===== src/rtl/temp_sample_ctrl.sv =====
// Periodic temperature measurement controller: requests ADC samples, computes
// tempc = base +/- ((ref*ref*mag) >> 5) on one shared shift-add multiplier.
module temp_sample_ctrl #(
   parameter int unsigned SAMPLE_PERIOD = 1000,
   parameter int unsigned ADC_TIMEOUT   = 255
) (
   input  logic        clk,
   input  logic        rst,
   input  logic        enable,
   input  logic        start,
   input  logic [31:0] tc_base,
   input  logic [7:0]  tc_ref,
   output logic        adc_req,
   input  logic        adc_ack,
   input  logic [15:0] adc_data,
   output logic [31:0] tempc,
   output logic        tempc_valid,
   input  logic        tempc_ready,
   output logic        busy,
   output logic        err_timeout,
   output logic        err_overrun,
   input  logic        clear_err
);

   localparam int unsigned PW = (SAMPLE_PERIOD > 1) ? $clog2(SAMPLE_PERIOD) : 1;
   localparam int unsigned TW = (ADC_TIMEOUT > 1) ? $clog2(ADC_TIMEOUT) : 1;
   localparam logic [PW-1:0] PERIOD_LAST  = PW'(SAMPLE_PERIOD - 1);
   localparam logic [TW-1:0] TIMEOUT_LAST = TW'(ADC_TIMEOUT - 1);

   typedef enum logic [2:0] {
      S_IDLE, S_ARM, S_REQ, S_MUL1, S_MUL2, S_ACC, S_OUT
   } state_t;

   state_t state, state_nxt;

   logic [PW-1:0] per_cnt;
   logic [TW-1:0] to_cnt;
   logic [3:0]    bit_cnt;
   logic          smp_sign;
   logic [14:0]   smp_mag;
   logic [31:0]   smp_base;
   logic [30:0]   acc;
   logic [30:0]   mcand;
   logic [15:0]   mplier;
   logic [30:0]   acc_sum;
   logic          per_hit;
   logic          to_hit;
   logic          hshake;

   assign per_hit = (per_cnt == PERIOD_LAST);
   assign to_hit  = (to_cnt == TIMEOUT_LAST);
   assign hshake  = tempc_valid && tempc_ready;
   assign acc_sum = acc + (mplier[0] ? mcand : '0);

   always_ff @(posedge clk or posedge rst) begin
      if (rst) state <= S_IDLE;
      else     state <= state_nxt;
   end

   always_comb begin
      state_nxt = state;
      adc_req   = 1'b0;
      busy      = 1'b1;
      case (state)
         S_IDLE: begin
            busy = 1'b0;
            if (enable) state_nxt = S_ARM;
         end
         S_ARM: begin
            busy = 1'b0;
            if (!enable)               state_nxt = S_IDLE;
            else if (per_hit || start) state_nxt = S_REQ;
         end
         S_REQ: begin
            adc_req = 1'b1;
            if (adc_ack)      state_nxt = S_MUL1;
            else if (to_hit)  state_nxt = S_ARM;
            else if (!enable) state_nxt = S_IDLE;
         end
         S_MUL1: if (bit_cnt == 4'd7)  state_nxt = S_MUL2;
         S_MUL2: if (bit_cnt == 4'd15) state_nxt = S_ACC;
         S_ACC:  state_nxt = S_OUT;
         S_OUT:  if (hshake) state_nxt = enable ? S_ARM : S_IDLE;
         default: state_nxt = S_IDLE;
      endcase
   end

   // Period counter free-runs outside IDLE; expiries outside ARM start no request.
   always_ff @(posedge clk or posedge rst) begin
      if (rst) begin
         per_cnt <= '0;
         to_cnt  <= '0;
      end else begin
         if (state == S_IDLE || state_nxt == S_IDLE)  per_cnt <= '0;
         else if (per_hit || (state == S_ARM && start)) per_cnt <= '0;
         else                                          per_cnt <= per_cnt + 1'b1;
         to_cnt <= (state == S_REQ) ? to_cnt + 1'b1 : '0;
      end
   end

   always_ff @(posedge clk or posedge rst) begin
      if (rst) begin
         err_timeout <= 1'b0;
         err_overrun <= 1'b0;
      end else begin
         if (state == S_REQ && !adc_ack && to_hit) err_timeout <= 1'b1;
         else if (clear_err)                        err_timeout <= 1'b0;
         if (state == S_OUT && per_hit)             err_overrun <= 1'b1;
         else if (clear_err)                        err_overrun <= 1'b0;
      end
   end

   // MUL1 squares ref into acc[15:0]; that square becomes MUL2's multiplicand.
   always_ff @(posedge clk or posedge rst) begin
      if (rst) begin
         smp_sign    <= 1'b0;
         smp_mag     <= '0;
         smp_base    <= '0;
         acc         <= '0;
         mcand       <= '0;
         mplier      <= '0;
         bit_cnt     <= '0;
         tempc       <= '0;
         tempc_valid <= 1'b0;
      end else begin
         case (state)
            S_REQ: if (adc_ack) begin
               smp_sign <= adc_data[15];
               smp_mag  <= adc_data[14:0];
               smp_base <= tc_base;
               acc      <= '0;
               mcand    <= {23'd0, tc_ref};
               mplier   <= {8'd0, tc_ref};
               bit_cnt  <= '0;
            end
            S_MUL1: begin
               if (bit_cnt == 4'd7) begin
                  acc     <= '0;
                  mcand   <= {15'd0, acc_sum[15:0]};
                  mplier  <= {1'b0, smp_mag};
                  bit_cnt <= '0;
               end else begin
                  acc     <= acc_sum;
                  mcand   <= mcand << 1;
                  mplier  <= mplier >> 1;
                  bit_cnt <= bit_cnt + 1'b1;
               end
            end
            S_MUL2: begin
               acc     <= acc_sum;
               mcand   <= mcand << 1;
               mplier  <= mplier >> 1;
               bit_cnt <= bit_cnt + 1'b1;
            end
            S_ACC: begin
               tempc       <= smp_sign ? smp_base - {6'd0, acc[30:5]}
                                       : smp_base + {6'd0, acc[30:5]};
               tempc_valid <= 1'b1;
            end
            S_OUT: if (hshake) tempc_valid <= 1'b0;
            default: ;
         endcase
      end
   end

endmodule


===== config.mk =====
export PLATFORM = sky130hd
export DESIGN_NAME = temp_sample_ctrl
export DESIGN_NICKNAME = d
export VERILOG_FILES = /design/src/rtl/temp_sample_ctrl.sv
export SDC_FILE = /design/constraint.sdc
export NUM_CORES = 1
export LEC_CHECK = 0
export CORE_MARGIN = 1.5
export CORE_UTILIZATION = 55
export CTS_CLUSTER_DIAMETER = 120
export DETAILED_ROUTE_END_ITERATION = 8
export GPL_TIMING_DRIVEN = 0
export PLACE_DENSITY = 0.77
export SLEW_MARGIN = 20
export SYNTH_ARGS = -nofsm -noshare
export SYNTH_HDL_FRONTEND = slang
export SYNTH_SLANG_ARGS = --single-unit

===== constraint.sdc =====
create_clock -name clk -period 9.95 [get_ports clk]
set_input_delay 1.4925 -clock clk [delete_from_list [all_inputs] [get_ports clk]]
set_output_delay 1.4925 -clock clk [all_outputs]
set_load 0.01 [all_outputs]

==> impl_metrics.toml, run 1 <==
[drt]
drt_iter0_markers = 641
avgViaCountPerCell = 5.89
num_vias = 9413
wl_mm = 27.4
route.detailed.drc = 0
ant_nets = 0
routedWlPerCell_um = 17.2
drt_pass1_iterations = 8

[floorplan]
die_h_um = 146
die_w_um = 146
num_rows = 52
ios = 100
core_area_sq_um = 20200
initial_utilization = 0.561
die-area_sq_um = 21400

[timing]
clock_skew_ps = 8.86
setup_violations = 0
max_slew_margin = 0.387
max_freq_mhz = 219
fin_crit_sh = 0.458
worst_pin_slew_ps = 920
rsz0062_at_grt = "no"
period_needed_ps = 4560
finalHoldViolCount = 0
fin_setup_tns_ps = 0
slew_violations = 0
whs_ps = 472

[finish]
diodes = 0
drive_gt1_frac = 0.0753
final_cells = 1598
syn_to_final_growth_pct = 17.2
final_nets = 1447

[power]
pwr-share-comb = 0.652
ir_drop_mv = 0.213
seq_power_share = 0.224
switching_share = 0.470
p_switching_mw = 2.58
clkPwrFrac = 0.124
internal-power_mw = 2.91
power_per_cell_area_nw_per_um2 = 414
p_leak_nw = 5.98

[clock_network]
htree_levels = 4
ctsHoldBuffers = 0
clock-sinks = 185
tritoncts = "done"
path_clk_slew_ps = 70
post_cts_resized = 0
post_cts_buffers = 0
worstSkewPairLatency_ps = 440
cts-root-buf = "clkbuf_16"
cts_buffer_depth = 2
cts_buffers = 17

[yosys]
synth_seq_cells = 185
synth_edf_count = 0
yosysSeqAreaShare = 0.409
synth.largest_area_cell = "dfrtp_1"
synth.area.top_cells = "dfrtp_1 41%, ha_1 7.3%, mux2_2 4.9%, o21ai_0 4.2%, xnor2_1 4.1%"
avgSynthCellArea_sq_um = 9.45
yosysTopAreaCellShare = 0.409
synth_cell_types = 71
syn_nets = 1328
ys.flop_type = "dfrtp_1"
synth.cell_area_sq_um = 11300
synth_cells = 1197
synth_warnings = 0
async_flop_share = 1.00

[place]
hpwl_mm = 20.3
numPortBuffers = 99
gp_congestion = 0.922
post-place-cells = 1567

[critical_path]
slowest_delay_ps = 580
reg2reg_slack_ps = 5390
worstPathArrival_ps = 4940
timing.rr.end = "tempc[31]$_DFFE_PP0P_"
crit_required_ps = 10330
slowest_stage = "or4_4"
startpoint = "acc[13]$_DFFE_PP0P_"
path_max_fanout = 7
path_cells = "or4_4, nor3_1, nand3b_1, nor2b_1, a31oi_1, xnor2_1, ha_1, clkbuf_1, a21o_1, a21o_1, or3_1, o211ai_1, o211ai_1, or4_1, nand3_1"
cp-start-kind = "register"
path_class = "reg -> reg"
reg2reg_from = "acc[13]$_DFFE_PP0P_"
endpoint_kind = "register"
r2r_cells = 15
endpoint = "tempc[31]$_DFFE_PP0P_"

[global_routing]
overflow = 0
antenna_found_initial = 0
grt_max_degree = 99
grt_pass1_wl_mm = 45.6
grt_pass1_vias = 9139
track_usage = 0.266

[job]
cap_violations = 0

[run_status]
status = "complete, no violations"

[worst_hold_path]
hold_path_class = "reg -> reg"
layer usage:
layer | GRT usage | routed length [um]
met1 | 0.368 | 12700
met2 | 0.433 | 12800
met3 | 0.0328 | 1220
met4 | 0.0944 | 675
met5 | 0 | 0
final cells by class:
cell class	instances	area (sq um)
plain buffers	48	183
inverters	44	173
well taps	270	338
clock buffers	17	425
fillers	1683	6920
clock inverters	14	154
flip-flops and latches	185	4630
multi-input cells	920	6330
repair buffers	100	1020
power groups by stage:
stage	Clock (mW)	Combinational [mW]	Sequential, mW
after detailed placement	0	3.49	1.24
after CTS	0.692	3.53	1.23
final	0.680	3.58	1.23
after global routing	0.722	3.94	1.26
after floorplan	0	2.68	1.20
after global placement	0	3.41	1.23
cell usage after synthesis (11+ instances only):
| library cell | count |
|---|---|
| and2_1 | 32 |
| a21oi_1 | 81 |
| o21ai_0 | 94 |
| nand3_1 | 28 |
| a211oi_1 | 11 |
| a22oi_1 | 11 |
| a22o_1 | 31 |
| xnor2_1 | 53 |
| mux2_2 | 49 |
| dfrtp_1 | 185 |
| nor3_1 | 17 |
| a21o_1 | 34 |
| a31oi_1 | 17 |
| nand2_1 | 113 |
| inv_1 | 43 |
| xor2_1 | 27 |
| nor2_1 | 89 |
| clkbuf_1 | 42 |
| ha_1 | 66 |
worst min-delay path by stage:
stage | depth (start not counted) | endpoint | startpoint | slack [ps]
after global placement | 1 | per_cnt[0]$_DFF_PP0_ | per_cnt[0]$_DFF_PP0_ | 450
final | 1 | per_cnt[0]$_DFF_PP0_ | per_cnt[0]$_DFF_PP0_ | 470
after floorplan | 1 | per_cnt[0]$_DFF_PP0_ | per_cnt[0]$_DFF_PP0_ | 430
after CTS | 1 | per_cnt[0]$_DFF_PP0_ | per_cnt[0]$_DFF_PP0_ | 480
after detailed placement | 1 | per_cnt[0]$_DFF_PP0_ | per_cnt[0]$_DFF_PP0_ | 470
after global routing | 1 | per_cnt[0]$_DFF_PP0_ | per_cnt[0]$_DFF_PP0_ | 500
flip-flops by register name, summed over array words and instances, names as in the netlist:
| register | flops |
|---|---|
| acc | 31 |
| bit_cnt | 4 |
| err_overrun | 1 |
| err_timeout | 1 |
| mcand | 31 |
| mplier | 15 |
| per_cnt | 10 |
| smp_base | 32 |
| smp_mag | 15 |
| smp_sign | 1 |
| state | 3 |
| tempc | 32 |
| tempc_valid | 1 |
| to_cnt | 8 |
worst max-delay path, delay by kind of cell (launching register included):
| family | cells | cell delay (ps) |
|---|---|---|
| AOI/OAI and AO/OA | 5 | 1040 |
| xor gates and xnor gates | 1 | 250 |
| adders and majority gates | 1 | 270 |
| buffers and inverters | 1 | 190 |
| DFF | 1 | 430 |
| and+or+nand+nor | 7 | 2310 |
metrics by stage:
stage | worst slack [ps] | power, mW | util | area [sq um]
final | 5390 | 5.49 | 0.657 | 13300
after global routing | 5170 | 5.93 | 0.657 | 13300
after CTS | 5440 | 5.45 | 0.657 | 13300
after detailed placement | 5460 | 4.73 | 0.628 | 12700
after global placement | 1030 | 4.64 | 0.627 | 12600
after floorplan | 3430 | 3.88 | - | 11300
cells in the final DEF (no fill, tap or decap), types with 10 or more instances in the layout:
cell type        instances
inv_1                   42
a21oi_1                 81
nor2_1                  89
a211oi_1                11
a22o_1                  31
mux2i_1                 10
nor3_1                  17
clkdlybuf4s50_1         99
a21o_1                  34
clkbuf_1                42
nand3_1                 28
dfrtp_1                185
a22oi_1                 11
ha_1                    66
and2_1                  32
o21ai_0                 94
xor2_1                  27
nor2b_1                 10
and3_1                  10
xnor2_1                 53
nand2_1                113
a31oi_1                 17
mux2_2                  49
clkbuf_16               17
kinds of logic (layout without fill, tap and decap cells):
group | count (synthesis) | count (layout) | share of synthesized area
buffers and inverters | 92 | 223 | 0.0308
multiplexers | 59 | 59 | 0.0576
flip-flops | 185 | 185 | 0.409
AND/OR/NAND/NOR | 352 | 352 | 0.152
adder cells (fa/ha/maj) | 68 | 68 | 0.0766
XOR/XNOR | 81 | 81 | 0.0634
AO/OA/AOI/OAI | 360 | 360 | 0.210
(Power assumes the default switching activity.)
==> run 2, diff against run 1 <==
--- a/config.mk
+++ b/config.mk
@@ -6,7 +6,7 @@
 export NUM_CORES = 1
 export LEC_CHECK = 0
 export CORE_MARGIN = 1.5
-export CORE_UTILIZATION = 55
+export CORE_UTILIZATION = 53
 export CTS_CLUSTER_DIAMETER = 120
 export DETAILED_ROUTE_END_ITERATION = 8
 export GPL_TIMING_DRIVEN = 0
==> constraint.sdc (replaced) <==
create_clock -name clk -period 4 [get_ports clk]
set_input_delay 0.6 -clock clk [delete_from_list [all_inputs] [get_ports clk]]
set_output_delay 0.6 -clock clk [all_outputs]
set_load 0.01 [all_outputs]
==> run 2 against run 1 <==
Effect of this change:
- critical path depth unchanged
- first-iteration DRC count up 0.31%
- sequential share of layout area down 1.2 points
- final area up 3.8%
- hold slack worse by 14 ps
- wire length up 5.8%
- utilization about the same
- critical path type unchanged
- largest cell class unchanged
==> impl_metrics.toml, run 2 (synthesized netlist as in run 1, its figures left out) <==
[run_status]
status = "complete, no violations"

[drt]
route.detailed.drc = 0
ant_nets = 0
wl_mm = 29.0
avgViaCountPerCell = 5.97
drt_iter0_markers = 643
drt_pass1_iterations = 8
routedWlPerCell_um = 17.7
num_vias = 9781

[global_routing]
overflow = 0
grt_pass1_wl_mm = 46.5
grt_max_degree = 36
antenna_found_initial = 0
grt_pass1_vias = 9505
track_usage = 0.263

[finish]
multi_input_area_sq_um = 6490
layout_common_cells = "178 x dfrtp_1, 112 x nand2_1, 99 x clkdlybuf4s50_1"
diodes = 0
drive_gt1_frac = 0.129
layout_commonest_cell = "dfrtp_1"
final_nets = 1480
top_regs = "smp_base: 32 flops, tempc: 32 flops"
final_core_util = 0.657
seq_area_sq_um = 4640
final_cells = 1637
fillers = 1700
syn_to_final_growth_pct = 21.7

[critical_path]
slowest_delay_ps = 600
crit_required_ps = 4370
worstPathArrival_ps = 4350
crit_path_frequent_cell = "a21oi_2"
slowest_stage = "or4_4"
worst-path-buf-inv = 1
path_cells = "or4_4, nor3_4, nand3b_1, nor2b_2, buf_4, a21oi_1, xnor2_1, ha_2, a21oi_2, o21ai_2, or3_1, o211ai_1, a21oi_2, or4_1, nand3_1"
cp-start-kind = "register"
path_class = "reg -> reg"
crit_family = "simple AND/OR/NAND/NOR gates"
endpoint_kind = "register"
path_max_fanout = 5

[clock_network]
clock-sinks = 185
tritoncts = "done"
path_clk_slew_ps = 70
cts_buffer_depth = 2
cts_buffers = 17
worstSkewPairLatency_ps = 440
cts-root-buf = "clkbuf_16"
htree_levels = 4

[floorplan]
initial_utilization = 0.540
num_rows = 53
core_area_sq_um = 21000
ios = 100
die-area_sq_um = 22200
die_w_um = 149
die_h_um = 149

[timing]
fin_crit_sh = 0.993
setup_violations = 0
whs_ps = 459
fin_setup_tns_ps = 0
rsz0062_at_grt = "yes"
slew_violations = 0
max_slew_margin = 0.407
clock_skew_ps = 10.1
finalHoldViolCount = 0
worst_pin_slew_ps = 889
period_needed_ps = 3970
max_freq_mhz = 252

[place]
hpwl_mm = 21.2
gp_congestion = 0.900
post-place-cells = 1577
numPortBuffers = 99

[job]
cap_violations = 0

[worst_hold_path]
hold_path_class = "reg -> reg"
## run 2: cell types whose count changed in the layout (fill, tap and decap cells not counted), moves of 3 or more
cell     before  now
a21oi_1      81   77
ha_1         66   56
ha_2          0   10
buf_12        0    6
dfrtp_1     185  178
a21oi_2       0    4
buf_4         0   29
dfrtp_2       0    7
nand3_1      28   25
## run 2: final cells by class
type,instances,area share
sequential,185,0.337
clock buffer,18,0.0312
timing repair buffer,134,0.0966
buffer,47,0.0132
tap,275,0.0250
inverter,44,0.0123
multi-input combinational,920,0.472
clock inverter,14,0.0126
## run 2: through the flow
| stage | area (sq um) | setup slack (ps) |
|---|---|---|
| after global routing | 13800 | -162 |
| after global placement | 12600 | -479 |
| final | 13800 | 29.6 |
| after CTS | 13400 | -11.1 |
| after detailed placement | 12800 | -438 |
| after floorplan | 11300 | 160 |
## run 2: worst register-to-register path, cell delays in order, from the launching register on
cell and delay, ps:
dfrtp_2 440, or4_4 600, nor3_4 170, nand3b_1 170
nor2b_2 180, buf_4 140, a21oi_1 80, xnor2_1 210
ha_2 340, a21oi_2 170, o21ai_2 90, or3_1 340
o211ai_1 310, a21oi_2 100, or4_1 480, nand3_1 80
## run 2: path summary, 6_finish.rpt
kind                       slack, ps                  from               endpoint  depth (start not counted)
max                               30   acc[12]$_DFFE_PP0P_  tempc[29]$_DFFE_PP0P_                         15
min                              460  per_cnt[0]$_DFF_PP0_   per_cnt[0]$_DFF_PP0_                          1
max reg2reg                       30   acc[12]$_DFFE_PP0P_  tempc[29]$_DFFE_PP0P_                         15
min reg2reg                      460  per_cnt[0]$_DFF_PP0_   per_cnt[0]$_DFF_PP0_                          1
max in group asynchronous       2480                   rst    to_cnt[1]$_DFF_PP0_                          5
min in group asynchronous        570                   rst   tempc[3]$_DFFE_PP0P_                          2
## run 2: routing by layer
metal | vias up | share of wire | global-route usage
met3 | 62 | 0.056 | 0.0382
li1 | 4641 | - | -
met2 | 356 | 0.48 | 0.442
met1 | 4722 | 0.44 | 0.349
met5 | - | 0 | 0
met4 | 0 | 0.023 | 0.0906
## run 2: what timing repair did
item,CTS,global route
hold buffers,0,0
pin swaps,4,29
resized for setup,13,34
buffers inserted,2,27
endpoints found under the setup margin,12,11
Power of run 2 is not shown: default switching activity piles up to over one toggle a cycle in this logic, so the estimate is an artifact.
